`src/rtl/regfile_writeback.sv`:
```
// Write-back front end for the 64x16 register file: in-order result FIFO fed by
// the ALU and load unit, retiring up to two entries per cycle onto two write ports.
module regfile_writeback #(
  parameter int unsigned DEPTH = 4,
  parameter int unsigned AW    = 6,
  parameter int unsigned DW    = 16
) (
  input  logic                     clock,
  input  logic                     reset,
  input  logic                     res0_valid,
  output logic                     res0_ready,
  input  logic [AW-1:0]            res0_dest,
  input  logic [DW-1:0]            res0_data,
  input  logic                     res1_valid,
  output logic                     res1_ready,
  input  logic [AW-1:0]            res1_dest,
  input  logic [DW-1:0]            res1_data,
  input  logic                     wb_stall,
  output logic [AW-1:0]            reg_wr1,
  output logic [DW-1:0]            reg_wr1_data,
  output logic                     reg_wr1_enable,
  output logic [AW-1:0]            reg_wr2,
  output logic [DW-1:0]            reg_wr2_data,
  output logic                     reg_wr2_enable,
  input  logic [AW-1:0]            pend_addr,
  output logic                     pend_hit,
  output logic [$clog2(DEPTH):0]   wb_count
);

  localparam int unsigned PW = $clog2(DEPTH);
  localparam int unsigned CW = PW + 1;

  logic [PW-1:0] head_q, head_d;
  logic [PW-1:0] tail_q, tail_d;
  logic [CW-1:0] count_q, count_d;
  logic [AW-1:0] dest_q [DEPTH];
  logic [AW-1:0] dest_d [DEPTH];
  logic [DW-1:0] data_q [DEPTH];
  logic [DW-1:0] data_d [DEPTH];

  logic          acc0, acc1;
  logic [PW-1:0] slot0, slot1;
  logic [PW-1:0] head_p1;

  // Ready is based only on registered occupancy; no credit for same-cycle retirement
  always_comb begin
    res0_ready = reset & (count_q <= CW'(DEPTH - 1));
    res1_ready = reset & ((count_q <= CW'(DEPTH - 2)) |
                          ((count_q == CW'(DEPTH - 1)) & ~res0_valid));
    acc0       = res0_valid & res0_ready;
    acc1       = res1_valid & res1_ready;
  end

  // Retirement ports read the two oldest slots directly from registered state
  always_comb begin
    head_p1        = head_q + PW'(1);
    reg_wr1        = dest_q[head_q];
    reg_wr1_data   = data_q[head_q];
    reg_wr1_enable = (count_q >= CW'(1)) & ~wb_stall;
    reg_wr2        = dest_q[head_p1];
    reg_wr2_data   = data_q[head_p1];
    reg_wr2_enable = (count_q >= CW'(2)) & ~wb_stall;
    wb_count       = count_q;
  end

  // Hazard query over occupied slots only, walking from the head
  always_comb begin
    pend_hit = 1'b0;
    for (int unsigned i = 0; i < DEPTH; i++) begin
      if ((CW'(i) < count_q) && (dest_q[head_q + PW'(i)] == pend_addr)) begin
        pend_hit = 1'b1;
      end
    end
  end

  // res0 is older, so it takes the tail slot and res1 the one after it
  always_comb begin
    slot0   = tail_q;
    slot1   = tail_q + PW'(acc0);
    dest_d  = dest_q;
    data_d  = data_q;
    if (acc0) begin
      dest_d[slot0] = res0_dest;
      data_d[slot0] = res0_data;
    end
    if (acc1) begin
      dest_d[slot1] = res1_dest;
      data_d[slot1] = res1_data;
    end
    tail_d  = tail_q + PW'(acc0) + PW'(acc1);
    head_d  = head_q + PW'(reg_wr1_enable) + PW'(reg_wr2_enable);
    count_d = count_q + CW'(acc0) + CW'(acc1)
              - CW'(reg_wr1_enable) - CW'(reg_wr2_enable);
  end

  always_ff @(posedge clock or negedge reset) begin
    if (!reset) begin
      head_q  <= '0;
      tail_q  <= '0;
      count_q <= '0;
      for (int unsigned i = 0; i < DEPTH; i++) begin
        dest_q[i] <= '0;
        data_q[i] <= '0;
      end
    end else begin
      head_q  <= head_d;
      tail_q  <= tail_d;
      count_q <= count_d;
      dest_q  <= dest_d;
      data_q  <= data_d;
    end
  end

endmodule
```
`config.mk`:
```
export PLATFORM = sky130hd
export DESIGN_NAME = regfile_writeback
export DESIGN_NICKNAME = d
export VERILOG_FILES = /design/src/rtl/regfile_writeback.sv
export SDC_FILE = /design/constraint.sdc
export NUM_CORES = 1
export LEC_CHECK = 0
export CORE_ASPECT_RATIO = 1.2
export CORE_UTILIZATION = 40
export DETAILED_ROUTE_END_ITERATION = 8
export SYNTH_ARGS = -nofsm -noshare
export SYNTH_HDL_FRONTEND = slang
export SYNTH_SLANG_ARGS = --single-unit
```
`constraint.sdc`:
```
create_clock -name clock -period 3.17 [get_ports clock]
set_clock_uncertainty 0.15 [all_clocks]
set_input_delay 0.634 -clock clock [delete_from_list [all_inputs] [get_ports clock]]
set_output_delay 0.634 -clock clock [all_outputs]
set_load 0.1 [all_outputs]
```
# After elaboration in Yosys (flattened, before gate mapping)
# Cells that the tools add are included.
# W data, S select, Z words.
[totals]
register_bits = 95
latch_bits = 0
mem_bits_rw = 0
rom_bits = 0
in_bits = 55
out_inout_bits = 52
word_cells = 103
n_memories = 0
[classes]
n_addsub = 11
n_mul = 0
div = 0
order_cmp = 16
eq_ne = 5
n_shift = 0
mux = 38
n_bitwise = 16
n_reduce_logical = 6
[op_table]
columns = ["cell", "count"]
rows = [
  ["$bwmux W64", 2],
  ["$mux W64", 2],
  ["$mux W16", 6],
  ["$bmux W16 S2", 2],
  ["$demux W16 S2", 2],
  ["$mux W6", 10],
  ["$bmux W6 S2", 4],
  ["$bwmux W24", 2],
  ["$mux W24", 2],
  ["$demux W6 S2", 2],
  ["$eq A6 B6 Y1", 4],
  ["$ge A3 B3 Y1 const B", 6],
  ["$not A2 Y3", 6],
  ["$add A2 B1 Y2", 4],
  ["$and A1 B1 Y1", 7],
  ["$add A3 B1 Y3", 2],
  ["$le A3 B2 Y1 const B", 2],
  ["$logic_and A1 B1 Y1", 6],
  ["$lt A1 B3 Y1 const A", 2],
  ["$lt A2 B3 Y1 const A", 2],
  ["$lt A3 B1 Y1 const B", 2],
  ["$sub A3 B1 Y3", 2],
  ["$add A2 B2 Y2 const B", 2],
  ["$mux W1", 4],
  ["other kinds (6)", 7],
]

# Logic depth before layout (Yosys ltp)
# Gate-level depths: netlist of run 1.
[logic_depth]
ltp_word = 11
depth_mapped = 9
mapped_depth_nobuf = 8

# Worst setup path before layout of run 1
# OpenSTA, ideal clock, no wires.
[synth_timing]
kind = "reg-to-output"
start = "reg head_q[0]"
end = "out pend_hit"
arrival_ns = 3.945
t_required_ns = 2.386
setup_slack_ns = -1.559
stages_incl_launch_ff = 10
path_buffers = 4
cell_sequence = "dfrtp_1 buf_6 buf_12 buf_12 buf_4 mux2i_1 mux2i_1 xnor2_1 nand4_1 nand4_1"
[synth_via]
elab_chain_cells = 10
elab_cells_between_ends = 31
cone_classes = "add/sub: 3; eq/ne: 4; mux: 16; bitwise: 4; reduce/logical: 4"
[synth_rtl]
columns = ["item", "line_no", "text"]
rows = [
  ["from (decl)", "33", "logic [PW-1:0] head_q, head_d;"],
  ["from (signal assigned)", "98", "head_q <= '0;"],
  ["from (signal assigned)", "106", "head_q <= head_d;"],
  ["$not A2 Y3", "n/a", ""],
  ["$bmux W6 S2", "n/a", ""],
  ["$mux W6 (2 in series)", "n/a", ""],
  ["via reg_wr1[5]", "19", "output logic [AW-1:0] reg_wr1,"],
  ["$eq A6 B6 Y1", "70", "if ((CW'(i) < count_q) && (dest_q[head_q + PW'(i)] == pend_addr)) begin"],
  ["$logic_and A1 B1 Y1", "70", ""],
  ["$mux W1 (4 in series)", "70", ""],
  ["to (decl)", "26", "output logic pend_hit,"],
]
# The timed path passes the listed nets, and every way through them passes these cells. The select of a mux whose other input is x is not followed.

# Final worst setup path of run 1
[layout_timing]
start = "reg head_q[0]"
end = "out pend_hit"
[layout_via]
elab_chain_cells = 10
elab_cells_between_ends = 31
cone_classes = "add/sub: 3; eq/ne: 4; mux: 16; bitwise: 4; reduce/logical: 4"
[layout_rtl]
columns = ["item", "line_no"]
rows = [
  ["$add A2 B1 Y2 / $not A2 Y3 (equally long branches)", "70"],
  ["$not A2 Y3 (not written as such) / $bmux W6 S2 (equally long branches)", "70"],
  ["$bmux W6 S2 / $mux W6 (equally long branches)", "70"],
  ["$mux W6 (not written as such)", "70"],
  ["$mux W6 (not written as such) / $eq A6 B6 Y1 (equally long branches)", "70"],
  ["$eq A6 B6 Y1 / $logic_and A1 B1 Y1 (equally long branches)", "70"],
  ["$logic_and A1 B1 Y1 / $mux W1 (equally long branches)", "70"],
  ["$mux W1 (2 in series)", "70"],
  ["$mux W1 (*)", "70"],
]
# Every way passes the cells marked *; elsewhere a longest branch is shown, timed or not. The select of a mux whose other input is x is not followed.

==> impl_metrics.py, run 1 <==
metrics = {
    "clock_tree": {
        "clock-sinks": 95,
        "htree_levels": 3,
        "cts_max_path_buffers": 2,
        "insertion_delay_ns": 0.33,
        "cts-root-buf": "clkbuf_16",
        "cts_tree": "built",
        "cts_buffers": 9,
        "path_clk_slew_ns": 0.07,
    },
    "cells_and_area": {
        "drive_above_1_share": 0.270,
        "fin_cells": 870,
        "fin_util": 0.553,
        "finalNetCount": 725,
        "antenna_cells": 0,
        "syn2layout_area_growth_pct": 34.5,
    },
    "yosys": {
        "synthAdderAreaFrac": 0.0178,
        "yosys.area_share.simple": 0.0835,
        "syn-num-nets": 605,
        "synth_compound_area_frac": 0.0794,
        "synth_top_cell_by_area": "dfrtp_1",
        "synth_xor_area_frac": 0.0411,
        "synth_cell_type_count": 38,
        "synth-edff-count": 0,
        "yosys-top-cells-count": "97 x mux2i_1, 95 x dfrtp_1, 48 x nor2_1",
        "yosysMostFrequentCell": "mux2i_1",
        "netlist_area_um2": 6180,
        "synth-async-reset-ratio": 1.00,
        "syn_avg_cell_area_um2": 11.4,
        "yosysTopAreaCellShare": 0.385,
        "yosys-top-cells-area": "dfrtp_1 38%, mux2i_1 16%, mux4_2 15%",
        "ys.flop_type": "dfrtp_1",
        "syn_inst": 543,
        "ys_seq_area_frac": 0.385,
        "muxShareOfSynthArea": 0.351,
        "synth_seq_cells": 95,
        "synth_top_family_by_area": "multiplexers",
        "yosysWarnings": 0,
    },
    "global_route": {
        "antenna_found_initial": 0,
        "grt_max_degree": 48,
        "gr-total-overflow": 0,
        "grt_pass1_vias": 4812,
        "grt_pass1_wl_um": 26300,
        "grt_use_total": 0.218,
    },
    "place": {
        "port_buffers": 106,
        "hpwl_um": 11800,
        "gp_congestion": 0.829,
        "place_inst": 850,
    },
    "sta": {
        "setup_viol": 1,
        "worstMarginPinSlew_ns": 0.766,
        "setup_slack_ns": -0.160,
        "drv_slew": 0,
        "fin_crit_sh": 1.05,
        "finalCriticalPeriod_ns": 3.33,
        "maxSlewHeadroom": 0.486,
        "fmax_ghz": 0.300,
        "rsz0062_at_grt": "yes",
        "finalSetupTns_ns": -0.160,
        "hold_viol": 0,
    },
    "routing": {
        "drt_pass1_iterations": 4,
        "viasPerCell": 5.38,
        "wl_per_cell_um": 18.9,
        "routed_wl_um": 16500,
        "drt_iter0_drc": 198,
        "num_vias": 4682,
        "drcViolationCount": 0,
        "ant_nets": 0,
    },
    "run_status": {
        "status": "complete, but fails checks",
        "violations": "negative setup slack",
    },
    "setup_path": {
        "worstSetupPathType": "reg2out",
        "end_kind": "output port",
        "required_ns": 2.39,
        "path_max_fanout": 7,
        "startpoint_type": "flip-flop",
        "arrival_ns": 2.55,
    },
    "floorplan": {
        "rows": 49,
        "die_x_um": 115,
        "initial_core_util": 0.411,
        "core_area_um2": 15000,
        "dieArea_um2": 15900,
        "ios": 107,
        "die_h_um": 138,
    },
    "run": {
        "max-cap-violations": 0,
    },
    "hold_path": {
        "min_path_type": "reg2reg",
    },
}
-- worst paths after layout --
path                            slack, ns  cells past startpoint               endpoint                  start
min in group asynchronous            0.51                      2  wb_count[1]$_DFF_PN0_                  reset
worst max-delay path                -0.16                      7               pend_hit    head_q[0]$_DFF_PN0_
worst min-delay path                 0.45                      2   data_q[25]$_DFF_PN0_   data_q[25]$_DFF_PN0_
worst max register to register       0.57                      8  wb_count[2]$_DFF_PN0_  wb_count[2]$_DFF_PN0_
max in group asynchronous            0.83                      4    head_q[0]$_DFF_PN0_                  reset
worst min register to register       0.45                      2   data_q[25]$_DFF_PN0_   data_q[25]$_DFF_PN0_
-- per-stage QoR --
step,hold slack [ns],setup slack [ns],area (µm²)
finish,0.447,-0.160,8310
global route,0.481,-0.254,8310
CTS,0.450,-0.177,8290
detailed placement,0.324,0.0914,7900
global placement,0.320,0.0774,7900
floorplan,0.188,-0.554,6220
-- repair_timing --
action,4_1_cts,5_1_grt
setup endpoints to repair,1,1
buffers inserted,4,1
pin swaps,2,2
resized for setup,7,2
hold buffers,1,0
hold endpoints to repair,3,0
-- placed cells by master, fill, tap and decap left out, types with 3 or more instances in the layout --
master            n
mux2i_1          94
dfrtp_1          91
buf_4            61
clkdlybuf4s50_1  53
nand2_1          46
nor2_1           46
a21oi_1          45
mux4_2           45
o21ai_0          44
buf_12           32
xor2_1           14
xnor2_1          13
clkbuf_16         9
inv_1             7
mux4_1            5
ha_1              4
nor3_2            3
nand3_2           3
nor3_1            3
mux2i_2           3
nand4_1           3
fa_1              3
bufinv_16         3
dfrtp_2           3
buf_6             3
-- logic make-up after synthesis --
group,count (synthesis)
xor+xnor,29
simple gates,120
fa+ha+maj,7
flops,95
buf+inv,48
mux,150
compound gates,94
-- worst max-delay path: stages, from the launching register on --
cell and delay (ns):
dfrtp_4 0.50, buf_6 0.15, mux4_2 0.50, xnor2_1 0.20, nand4_1 0.11, or4_1 0.40, nand4_1 0.15, buf_12 0.19
-- layer usage --
layer / share of wire / GRT usage / vias to the layer above
met3: 0.042 / 0.0399 / 13
met1: 0.43 / 0.286 / 2329
met5: 0 / 0 / -
met2: 0.52 / 0.369 / 110
met4: 0.013 / 0.0547 / 0
li1: - / - / 2230
-- sequential cells by signal (all words and copies together), names as in the netlist --
register  flops
dest_q       24
head_q        2
wb_count      3
data_q       64
slot0         2
-- layout make-up --
type | count | area [µm²]
Fill cell | 1326 | 6710
Clock inverter | 4 | 95.1
Sequential cell | 95 | 2380
Multi-Input combinational cell | 400 | 3640
Inverter | 7 | 26.3
Clock buffer | 10 | 239
Tap cell | 204 | 255
Timing Repair Buffer | 150 | 1670
Power of run 1 is not shown: default switching activity piles up to over one toggle a cycle in this logic, so the estimate is an artifact.
==> run 2: changes to the inputs <==
CTS_CLUSTER_DIAMETER = 50   (was unset)
==> results of run 2 <==
The final DEF is identical to that of run 1; final timing and power are the same.
Power of run 2 is left out for the same reason.
